===== src/rtl/keypad_pkg.sv =====
// Shared key map, FSM state type and helpers for the keypad entry block.
// Imported by the FIFO and the entry controller.
package keypad_pkg;

    localparam logic [3:0] KEY_ENTER = 4'd10;
    localparam logic [3:0] KEY_BACK  = 4'd11;
    localparam logic [3:0] KEY_CLEAR = 4'd12;

    typedef enum logic [1:0] {
        IDLE,
        DECODE,
        COMMIT,
        CONVERT
    } state_t;

    function automatic logic is_digit(input logic [3:0] k);
        return k <= 4'd9;
    endfunction

    // Bits needed to hold any n-digit decimal value: ceil(log2(10^n)).
    function automatic int bin_width(input int n);
        longint v;
        int w;
        v = 1;
        w = 0;
        for (int i = 0; i < n; i++) v = v * 10;
        for (int i = 0; i < 63; i++)
            if ((longint'(1) << i) < v) w = i + 1;
        return w;
    endfunction

endpackage


===== src/rtl/keypad_event_fifo.sv =====
// Small synchronous FIFO buffering 4-bit key events.
// Head word is visible on dout whenever the FIFO is non-empty.
module keypad_event_fifo
    import keypad_pkg::*;
#(
    parameter int FIFO_DEPTH = 4
) (
    input  logic       clock,
    input  logic       reset,
    input  logic       push,
    input  logic [3:0] din,
    input  logic       pop,
    output logic [3:0] dout,
    output logic       empty,
    output logic       full
);

    localparam int AW = $clog2(FIFO_DEPTH);

    logic [3:0]  mem [FIFO_DEPTH];
    logic [AW:0] wr_ptr;
    logic [AW:0] rd_ptr;
    logic        do_push;
    logic        do_pop;

    assign empty   = (wr_ptr == rd_ptr);
    assign full    = (wr_ptr[AW] != rd_ptr[AW]) &&
                     (wr_ptr[AW-1:0] == rd_ptr[AW-1:0]);
    assign do_pop  = pop && !empty;
    assign do_push = push && (!full || do_pop);
    assign dout    = mem[rd_ptr[AW-1:0]];

    // Storage write; contents need no reset since pointers define validity.
    always_ff @(posedge clock) begin
        if (do_push) mem[wr_ptr[AW-1:0]] <= din;
    end

    // Read/write pointers with an extra wrap bit to tell full from empty.
    always_ff @(posedge clock or negedge reset) begin
        if (!reset) begin
            wr_ptr <= '0;
            rd_ptr <= '0;
        end else begin
            if (do_push) wr_ptr <= wr_ptr + 1'b1;
            if (do_pop)  rd_ptr <= rd_ptr + 1'b1;
        end
    end

endmodule


===== src/rtl/keypad_entry.sv =====
// Keypad entry controller: buffers scanner events, edits a BCD entry and
// hands committed values downstream. KEYPAD_ENTRY_BIN_EN adds binary output.
module keypad_entry
    import keypad_pkg::*;
#(
    parameter int NUM_DIGITS = 4,
    parameter int FIFO_DEPTH = 4
) (
    input  logic                    clock,
    input  logic                    reset,
    input  logic [3:0]              key_code,
    input  logic                    data_ready,
    output logic [4*NUM_DIGITS-1:0] entry_bcd,
    output logic [3:0]              entry_len,
    output logic [4*NUM_DIGITS-1:0] value_bcd,
    output logic                    value_valid,
    input  logic                    value_ready,
    output logic                    overflow,
`ifdef KEYPAD_ENTRY_BIN_EN
    output logic [bin_width(NUM_DIGITS)-1:0] value_bin,
    output logic                    bin_valid,
`endif
    output logic                    fifo_drop
);

    localparam logic [3:0] MAX_LEN = 4'(NUM_DIGITS);

    state_t                  state;
    state_t                  state_nxt;
    logic [3:0]              key_q;
    logic [3:0]              fifo_dout;
    logic                    fifo_empty;
    logic                    fifo_full;
    logic                    pop;
    logic                    push;
    logic                    shift_in;
    logic                    shift_back;
    logic                    clear_entry;
    logic                    commit;
    logic                    set_ovf;
    logic [4*NUM_DIGITS-1:0] ins_val;
    logic [4*NUM_DIGITS-1:0] back_val;

`ifdef KEYPAD_ENTRY_BIN_EN
    localparam int          BIN_W    = bin_width(NUM_DIGITS);
    localparam logic [3:0]  LAST_IDX = 4'(NUM_DIGITS - 1);

    logic                   conv_step;
    logic [3:0]             conv_cnt;
    logic [3:0]             conv_digit;
    logic [BIN_W-1:0]       acc_nxt;
`endif

    // A full FIFO still accepts a push when the head is popped this cycle.
    assign push = data_ready && (!fifo_full || pop);

    keypad_event_fifo #(
        .FIFO_DEPTH(FIFO_DEPTH)
    ) u_fifo (
        .clock (clock),
        .reset (reset),
        .push  (push),
        .din   (key_code),
        .pop   (pop),
        .dout  (fifo_dout),
        .empty (fifo_empty),
        .full  (fifo_full)
    );

    // State register.
    always_ff @(posedge clock or negedge reset) begin
        if (!reset) state <= IDLE;
        else        state <= state_nxt;
    end

    // Next-state and per-cycle action strobes for the edit datapath.
    always_comb begin
        state_nxt   = state;
        pop         = 1'b0;
        shift_in    = 1'b0;
        shift_back  = 1'b0;
        clear_entry = 1'b0;
        commit      = 1'b0;
        set_ovf     = 1'b0;
`ifdef KEYPAD_ENTRY_BIN_EN
        conv_step   = 1'b0;
`endif
        ins_val       = entry_bcd << 4;
        ins_val[3:0]  = key_q;
        back_val      = entry_bcd >> 4;
        unique case (state)
            IDLE: begin
                if (!fifo_empty) begin
                    pop       = 1'b1;
                    state_nxt = DECODE;
                end
            end
            DECODE: begin
                state_nxt = IDLE;
                unique case (1'b1)
                    is_digit(key_q): begin
                        if (entry_len < MAX_LEN) shift_in = 1'b1;
                        else                     set_ovf  = 1'b1;
                    end
                    key_q == KEY_BACK: begin
                        if (entry_len != 4'd0) shift_back = 1'b1;
                    end
                    key_q == KEY_CLEAR: begin
                        clear_entry = 1'b1;
                    end
                    key_q == KEY_ENTER: begin
                        if (entry_len != 4'd0) begin
                            if (value_valid) state_nxt = DECODE;
                            else             state_nxt = COMMIT;
                        end
                    end
                    default: begin
                    end
                endcase
            end
            COMMIT: begin
                commit = 1'b1;
`ifdef KEYPAD_ENTRY_BIN_EN
                state_nxt = CONVERT;
`else
                state_nxt = IDLE;
`endif
            end
            CONVERT: begin
`ifdef KEYPAD_ENTRY_BIN_EN
                conv_step = 1'b1;
                if (conv_cnt == LAST_IDX) state_nxt = IDLE;
`else
                state_nxt = IDLE;
`endif
            end
            default: state_nxt = IDLE;
        endcase
    end

`ifdef KEYPAD_ENTRY_BIN_EN
    // Select the next BCD digit, most significant first, and fold it in.
    always_comb begin
        conv_digit = 4'(value_bcd >> {LAST_IDX - conv_cnt, 2'b00});
        acc_nxt    = value_bin * BIN_W'(10) + BIN_W'(conv_digit);
    end

    // Binary accumulator and digit counter for the conversion pass.
    always_ff @(posedge clock or negedge reset) begin
        if (!reset) begin
            value_bin <= '0;
            conv_cnt  <= '0;
            bin_valid <= 1'b0;
        end else begin
            if (value_valid && value_ready) bin_valid <= 1'b0;
            if (commit) begin
                value_bin <= '0;
                conv_cnt  <= '0;
            end
            if (conv_step) begin
                value_bin <= acc_nxt;
                conv_cnt  <= conv_cnt + 4'd1;
                if (conv_cnt == LAST_IDX) bin_valid <= 1'b1;
            end
        end
    end
`endif

    // Key capture, entry editing, commit and sticky status flags.
    always_ff @(posedge clock or negedge reset) begin
        if (!reset) begin
            key_q       <= '0;
            entry_bcd   <= '0;
            entry_len   <= '0;
            value_bcd   <= '0;
            value_valid <= 1'b0;
            overflow    <= 1'b0;
            fifo_drop   <= 1'b0;
        end else begin
            if (pop) key_q <= fifo_dout;
            if (data_ready && fifo_full && !pop) fifo_drop <= 1'b1;
            if (value_valid && value_ready) value_valid <= 1'b0;
            if (set_ovf) overflow <= 1'b1;
            if (shift_in) begin
                entry_bcd <= ins_val;
                entry_len <= entry_len + 4'd1;
            end
            if (shift_back) begin
                entry_bcd <= back_val;
                entry_len <= entry_len - 4'd1;
            end
            if (clear_entry || commit) begin
                entry_bcd <= '0;
                entry_len <= '0;
                overflow  <= 1'b0;
            end
            if (commit) value_bcd <= entry_bcd;
`ifdef KEYPAD_ENTRY_BIN_EN
            if (conv_step && conv_cnt == LAST_IDX) value_valid <= 1'b1;
`else
            if (commit) value_valid <= 1'b1;
`endif
        end
    end

endmodule


===== config.mk =====
export PLATFORM = sky130hd
export DESIGN_NAME = keypad_entry
export DESIGN_NICKNAME = d
export VERILOG_FILES = /design/src/rtl/keypad_pkg.sv /design/src/rtl/keypad_event_fifo.sv /design/src/rtl/keypad_entry.sv
export SDC_FILE = /design/constraint.sdc
export NUM_CORES = 1
export LEC_CHECK = 0
export ABC_CLOCK_PERIOD_IN_PS = 2650
export BUFFER_PORTS_ARGS = -buffer_cell sky130_fd_sc_hd__buf_4
export CORE_MARGIN = 2
export CORE_UTILIZATION = 40
export DETAILED_ROUTE_END_ITERATION = 8
export PLACE_DENSITY = 0.6
export SYNTH_ARGS = -nofsm -noshare
export SYNTH_HDL_FRONTEND = slang
export SYNTH_SLANG_ARGS = --single-unit

===== constraint.sdc =====
create_clock -name clock -period 2.65 [get_ports clock]
set_input_delay 0.265 -clock clock [delete_from_list [all_inputs] [get_ports clock]]
set_output_delay 0.265 -clock clock [all_outputs]
set_load 0.02 [all_outputs]

Word level (Yosys, flattened, before mapping)
Memories as Yosys holds them, arrays and structs flattened. A register that Yosys moved wholly into a read port is not among the register bits.
Index checks and enable logic that the tools add are counted.
{ "totals": {"reg_bits": 47, "latch_bits": 0, "ram_bits": 16, "rom_bits": 0, "input_bits": 8, "out_inout_bits": 39, "wordCells": 77, "memories": 1} }
{ "classes": {"add_sub_neg": 4, "n_mul": 0, "div": 0, "order_cmp": 2, "eq_ne": 10, "shift": 0, "n_mux": 31, "bitwise_logic": 0, "reduce_logical": 20} }
{ "memory_table": {"columns": ["name", "depth", "word_bits", "rd", "rd_clocked_by_memory_dff", "wr", "line_no", "rtl"], "rows": [
  ["u_fifo.mem", 4, 4, 1, 1, 1, "keypad_event_fifo.sv:20", "logic [3:0] mem [FIFO_DEPTH];"]
]} }
{ "ops": {"columns": ["operator", "count"], "rows": [
  ["16-bit two-way mux", 3],
  ["1-bit two-way mux", 20],
  ["4-bit == test, second input constant", 3],
  ["4-bit two-way mux", 3],
  ["2-bit two-way mux", 4],
  ["1-bit logical AND", 7],
  ["3-bit by 1-bit adder with 3-bit output, second input constant", 2],
  ["2-bit one-hot mux with 3 select lines", 1],
  ["4-bit by 1-bit adder with 4-bit output, second input constant", 1],
  ["2-bit == test, second input constant", 2],
  ["4-bit less-or-equal comparator, second input constant", 1],
  ["1-bit logical NOT", 4],
  ["4-bit by 3-bit less-than comparator with 1-bit output, second input constant", 1],
  ["2-bit nonzero test", 2],
  ["4-bit nonzero test", 1],
  ["4-bit by 1-bit subtractor with 4-bit output, second input constant", 1],
  ["3-bit == test", 1],
  ["1-bit logical OR", 3],
  ["3-bit nonzero test", 1],
  ["2-bit by 1-bit == test with 1-bit output, second input constant", 1],
  ["2-bit == test", 1],
  ["2-bit logical NOT", 1],
  ["2-bit inequality test, second input constant", 1],
  ["2-bit OR reduction", 1],
  ["1-bit inequality test", 1]
]} }

Depth between registers and ports, before layout
{ "logic_depth": {"word_depth": 8, "mapped_depth": 10, "depth_no_buf": 8} }

Modules after synthesis
From an unflattened synthesis, not the netlist that was laid out.
{ "unflattened": {"cells_unflattened": 258, "area_unflattened_um2": 3116.7} }
{ "by_module_without_submodules": {"columns": ["module", "instances", "cells_each", "area_per_inst_um2", "seq_area_each_um2"], "rows": [
  ["keypad_entry", 1, 183, 2021.9, 1126.1],
  ["keypad_event_fifo", 1, 75, 1094.8, 630.6]
]} }

Worst setup path after synthesis
No wires, ideal clock.
{ "synth_path": {"path_type": "reg-to-reg", "from": "reg entry_len[0]", "to": "reg entry_len[3]", "setup_ns": 0.139, "t_arrival_ns": 2.155, "required_ns": 2.511, "path_slack_ns": 0.356, "path_stages_with_launch": 11, "path_buffers": 2, "period_less_slack_ns": 2.294, "cell_sequence": "dfrtp_1 -> nor4_1 -> or4_1 -> buf_6 -> clkinv_8 -> buf_12 -> ha_1 -> a21oi_1 -> nand2_1 -> o211ai_1 -> o311ai_1"} }
{ "synth_via": {"elab_chain_len": 6, "word_cells_on_any_way": 14, "classes_between": "2 x add/sub; 1 x order compare; 9 x mux; 2 x reduce/logical"} }
{ "synth_rtl": {"columns": ["element", "line_no", "rtl"], "rows": [
  ["start: declaration", "keypad_entry.sv:14", "output logic [3:0] entry_len,"],
  ["start signal: assignment", "keypad_entry.sv:186", "entry_len <= entry_len + 4'd1;"],
  ["start signal: assignment", "keypad_entry.sv:190", "entry_len <= entry_len - 4'd1;"],
  ["parallel branches: the longest is 6 deep, another holds 4-bit by 3-bit less-than comparator with 1-bit output", null, null]
]} }
Parallel ways; which one is timed is not known. The select of a mux whose other input is x is not followed.
A chain may end at the register's enable or synchronous reset.

Worst setup path in the final report
{ "layout_path": {"from": "reg state[1]", "to": "reg entry_len[3]"} }
{ "layout_via": {"elab_chain_len": 4, "word_cells_on_any_way": 10, "classes_between": "2 x eq/ne; 6 x mux; 2 x reduce/logical"} }
{ "layout_rtl": {"columns": ["element", "line_no", "rtl"], "rows": [
  ["start: declaration", "keypad_entry.sv:28", "state_t state;"],
  ["start signal: assignment", "keypad_entry.sv:73", "else state <= state_nxt;"],
  ["2-bit by 1-bit == test with 1-bit output / 2-bit == test (equally long branches)", "keypad_entry.sv:91", "unique case (state)"],
  ["1-bit two-way mux", "keypad_entry.sv:91", null],
  ["4-bit two-way mux / 1-bit logical OR (equally long branches)", "keypad_entry.sv:188, keypad_entry.sv:192", null],
  ["4-bit two-way mux / 3-bit nonzero test (equally long branches)", null, null]
]} }
Parallel ways exist; a longest one is shown, timed or not.

==> impl_metrics.py <==
metrics = {
    "route": {
        "vias": 1929,
        "wl_mm": 5.710,
        "routedWlPerCell_um": 15.03,
        "drt_pass1_iterations": 4,
        "dr.first_iter.drc_count": 187,
        "drc": 0,
        "antenna_left": 0,
        "vias_per_cell": 5.076,
    },
    "final_layout": {
        "fin_area_mm2": 0.003660,
        "final_layout_size_suffix_gt1_share_pct": 37.72,
        "regArea_mm2": 0.001757,
        "antenna_cells": 0,
        "nNetsFinal": 292,
        "multi_input_area_mm2": 0.001119,
        "area_delta_synth_final_pct": 22.85,
        "fill_cells": 664,
    },
    "setup_path": {
        "max_stage_delay_ps": 650,
        "crit_path_top_delay_cell": "or4_1",
        "reg2reg_setup_slack_ps": 300,
        "cp_max_fo": 16,
        "r2r_end": "entry_len[3]",
        "reg2regPathDepth": 8,
        "worstSetupEndpointType": "flop",
        "path_cells": "nand3b_1 > or4_1 > clkinv_8 > ha_1 > a21oi_1 > nand2_1 > o211ai_1 > o311ai_1",
        "worstPathArrival_ps": 2570,
        "worst-setup-path-type": "flop to flop",
        "crit_required_ps": 2870,
        "start_kind": "flop",
        "timing.rr.start": "state[1]",
    },
    "global_route": {
        "grt_usage_pct": 15.59,
        "first_global_vias": 1921,
        "antenna_found_initial": 0,
        "grt_pass1_wl_mm": 9.804,
        "grt-ovfl-total": 0,
        "grt_start_max_net_pins": 52,
    },
    "logic_synthesis": {
        "post_synth_num_cell_types": 45,
        "ys_top_cells_by_area": "dfrtp_1 (43%), edfxtp_1 (16%), mux2_2 (7.6%)",
        "synthArstFlopShare_pct": 76.12,
        "synth_top_area_cell": "dfrtp_1",
        "synthFlopType": "dfrtp_1",
        "synth_cells": 224,
        "syn_avg_cell_area_um2": 13.30,
        "ys_seq_area_share_pct": 58.97,
        "netlist_area_mm2": 0.002979,
        "synth_most_common_cell": "dfrtp_1",
        "synth_fp_nets": 240,
        "synth-seq-cells": 67,
        "netlist_top_cells_count": "dfrtp_1 (51), mux2_2 (20), nand2_1 (17)",
        "synth.top_cell.area_share_pct": 42.84,
        "synth_edf_count": 16,
        "yosysWarnings": 0,
    },
    "clocking": {
        "cts_root_buf": "clkbuf_8",
        "numCtsBuffers": 9,
        "clk_path_buf_depth": 2,
        "cts.repair.resized": 0,
        "post-cts-setup-buffers": 0,
        "clkLatencyLatePin_ps": 340,
        "clk_pin_slew_ps": 70,
        "cts.sinks": 67,
        "cts_tree": "built",
        "cts_max_level": 3,
        "holdBufCountCts": 1,
    },
    "die": {
        "rows": 31,
        "ios": 47,
        "initial_core_util_pct": 41.29,
        "die_area_mm2": 0.008154,
        "die_h_um": 90.30,
        "core_mm2": 0.007214,
        "dieWidth_um": 90.30,
    },
    "timing": {
        "max_freq_mhz": 425.6,
        "final.min_clock_period_ps": 2349,
        "tightest_slew_ps": 634.0,
        "slew_viol_final": 0,
        "period_share_pct": 88.66,
        "fin_skew_ps": 6.729,
        "hold_viol": 0,
        "rsz0062_at_grt": "false",
        "max_slew_margin_pct": 57.73,
        "finalSetupTns_ps": 0,
        "setup_violations": 0,
    },
    "placed_design": {
        "dpl.hpwl_mm": 4.041,
        "io_buffers": 46,
        "place_congestion": 0.8353,
        "dpl_cell_area_mm2": 0.003410,
    },
    "pwr": {
        "power_density_mw_per_mm2": 1313,
        "leakagePower_nw": 1.667,
        "worst_ir_drop_vdd_v": 0.0005127,
    },
    "run_status": {
        "status": "finished clean",
    },
    "hold_path": {
        "hold-path-endpoint": "value_valid",
        "worstHoldPathCells": 2,
        "hp-class": "input port to flop",
        "min_from": "value_ready",
    },
    "run": {
        "drv_cap": 0,
    },
}
## worst max-delay path, delay by kind of cell, from the launching register on
| family | cells | cell delay [ps] |
|---|---|---|
| simple gates | 3 | 960 |
| compound gates | 3 | 430 |
| flops | 1 | 420 |
| fa+ha+maj | 1 | 270 |
| buf+inv | 1 | 140 |
## cells in the final DEF (no fill, tap or decap), types with 4 or more instances in the layout
| cell type | netlist | routed |
|---|---|---|
| dfrtp_1 | 51 | 51 |
| buf_4 | 0 | 50 |
| mux2_2 | 20 | 20 |
| nand2_1 | 17 | 17 |
| edfxtp_1 | 16 | 16 |
| nor2_1 | 11 | 11 |
| nand3_1 | 10 | 10 |
| a21oi_2 | 10 | 10 |
| a21oi_1 | 9 | 9 |
| clkbuf_8 | 0 | 9 |
| ha_1 | 7 | 7 |
| xnor2_1 | 6 | 6 |
| o21ai_1 | 6 | 6 |
| inv_1 | 5 | 5 |
| and2_1 | 4 | 4 |
| mux4_2 | 4 | 4 |
| o21ai_0 | 4 | 4 |
| a21o_1 | 4 | 4 |
## layer usage
metal	wire length, um	share of wire [%]	GRT usage (%)
met1	2552	45	19.68
met5	0	0	0
met4	117	2.0	6.410
met2	2765	48	24.37
met3	275	4.8	5.760
## flip-flops by register name, summed over array words and instances, names as in the netlist
name and count:
u_fifo.wr_ptr 3, entry_len 4, u_fifo.mem 16, value_valid 1, key_q 4, u_fifo.rd_ptr 3, overflow 1, state 2
value_bcd 16, entry_bcd 16, fifo_drop 1
## cell type report
class | count | area share, %
flip-flops and latches | 67 | 48.00
repair buffers | 51 | 10.53
inverters | 6 | 0.9573
clock inverters | 7 | 3.179
well taps | 99 | 3.385
multi-input cells | 141 | 30.56
clock buffers | 9 | 3.385
## logic make-up after synthesis
group                    Yosys count  synth area share, %
adder cells (fa/ha/maj)            8                3.612
multiplexers                      24                10.58
buffers and inverters             16                3.486
XOR/XNOR                           9                2.646
flip-flops                        67                58.97
AO/OA/AOI/OAI                     45                11.21
AND/OR/NAND/NOR                   55                9.492
## per-stage QoR
step	total power, mW	util [%]	setup WS [ps]	hold slack, ps	std cells
after floorplan	3.157	-	355.9	-30.59	224
after global placement	3.809	47.26	376.0	342.9	363
after detailed placement	3.859	47.26	316.2	336.6	363
after CTS	4.880	50.73	307.9	90.06	380
after global routing	5.158	50.73	95.32	96.72	380
final	4.806	50.73	300.6	104.6	380
## worst max path at each step
stage,to,depth (start not counted),startpoint,slack (ps)
floorplan,entry_len[3],10,entry_len[0],360
global placement,entry_len[3],8,state[1],380
detailed placement,entry_len[3],8,state[1],320
CTS,entry_len[3],8,state[1],310
global route,entry_len[3],8,state[1],100
finish,entry_len[3],8,state[1],300
## power breakdown
part / switching [mW] / leakage (nW) / total (mW) / internal [mW]
sequential: 0.382 / 0.793 / 1.84 / 1.46
clock: 0.379 / 0.121 / 1.00 / 0.623
combinational: 1.04 / 0.753 / 1.97 / 0.930
total: 1.80 / 1.67 / 4.81 / 3.01
Power figures use the tool's default switching activity.
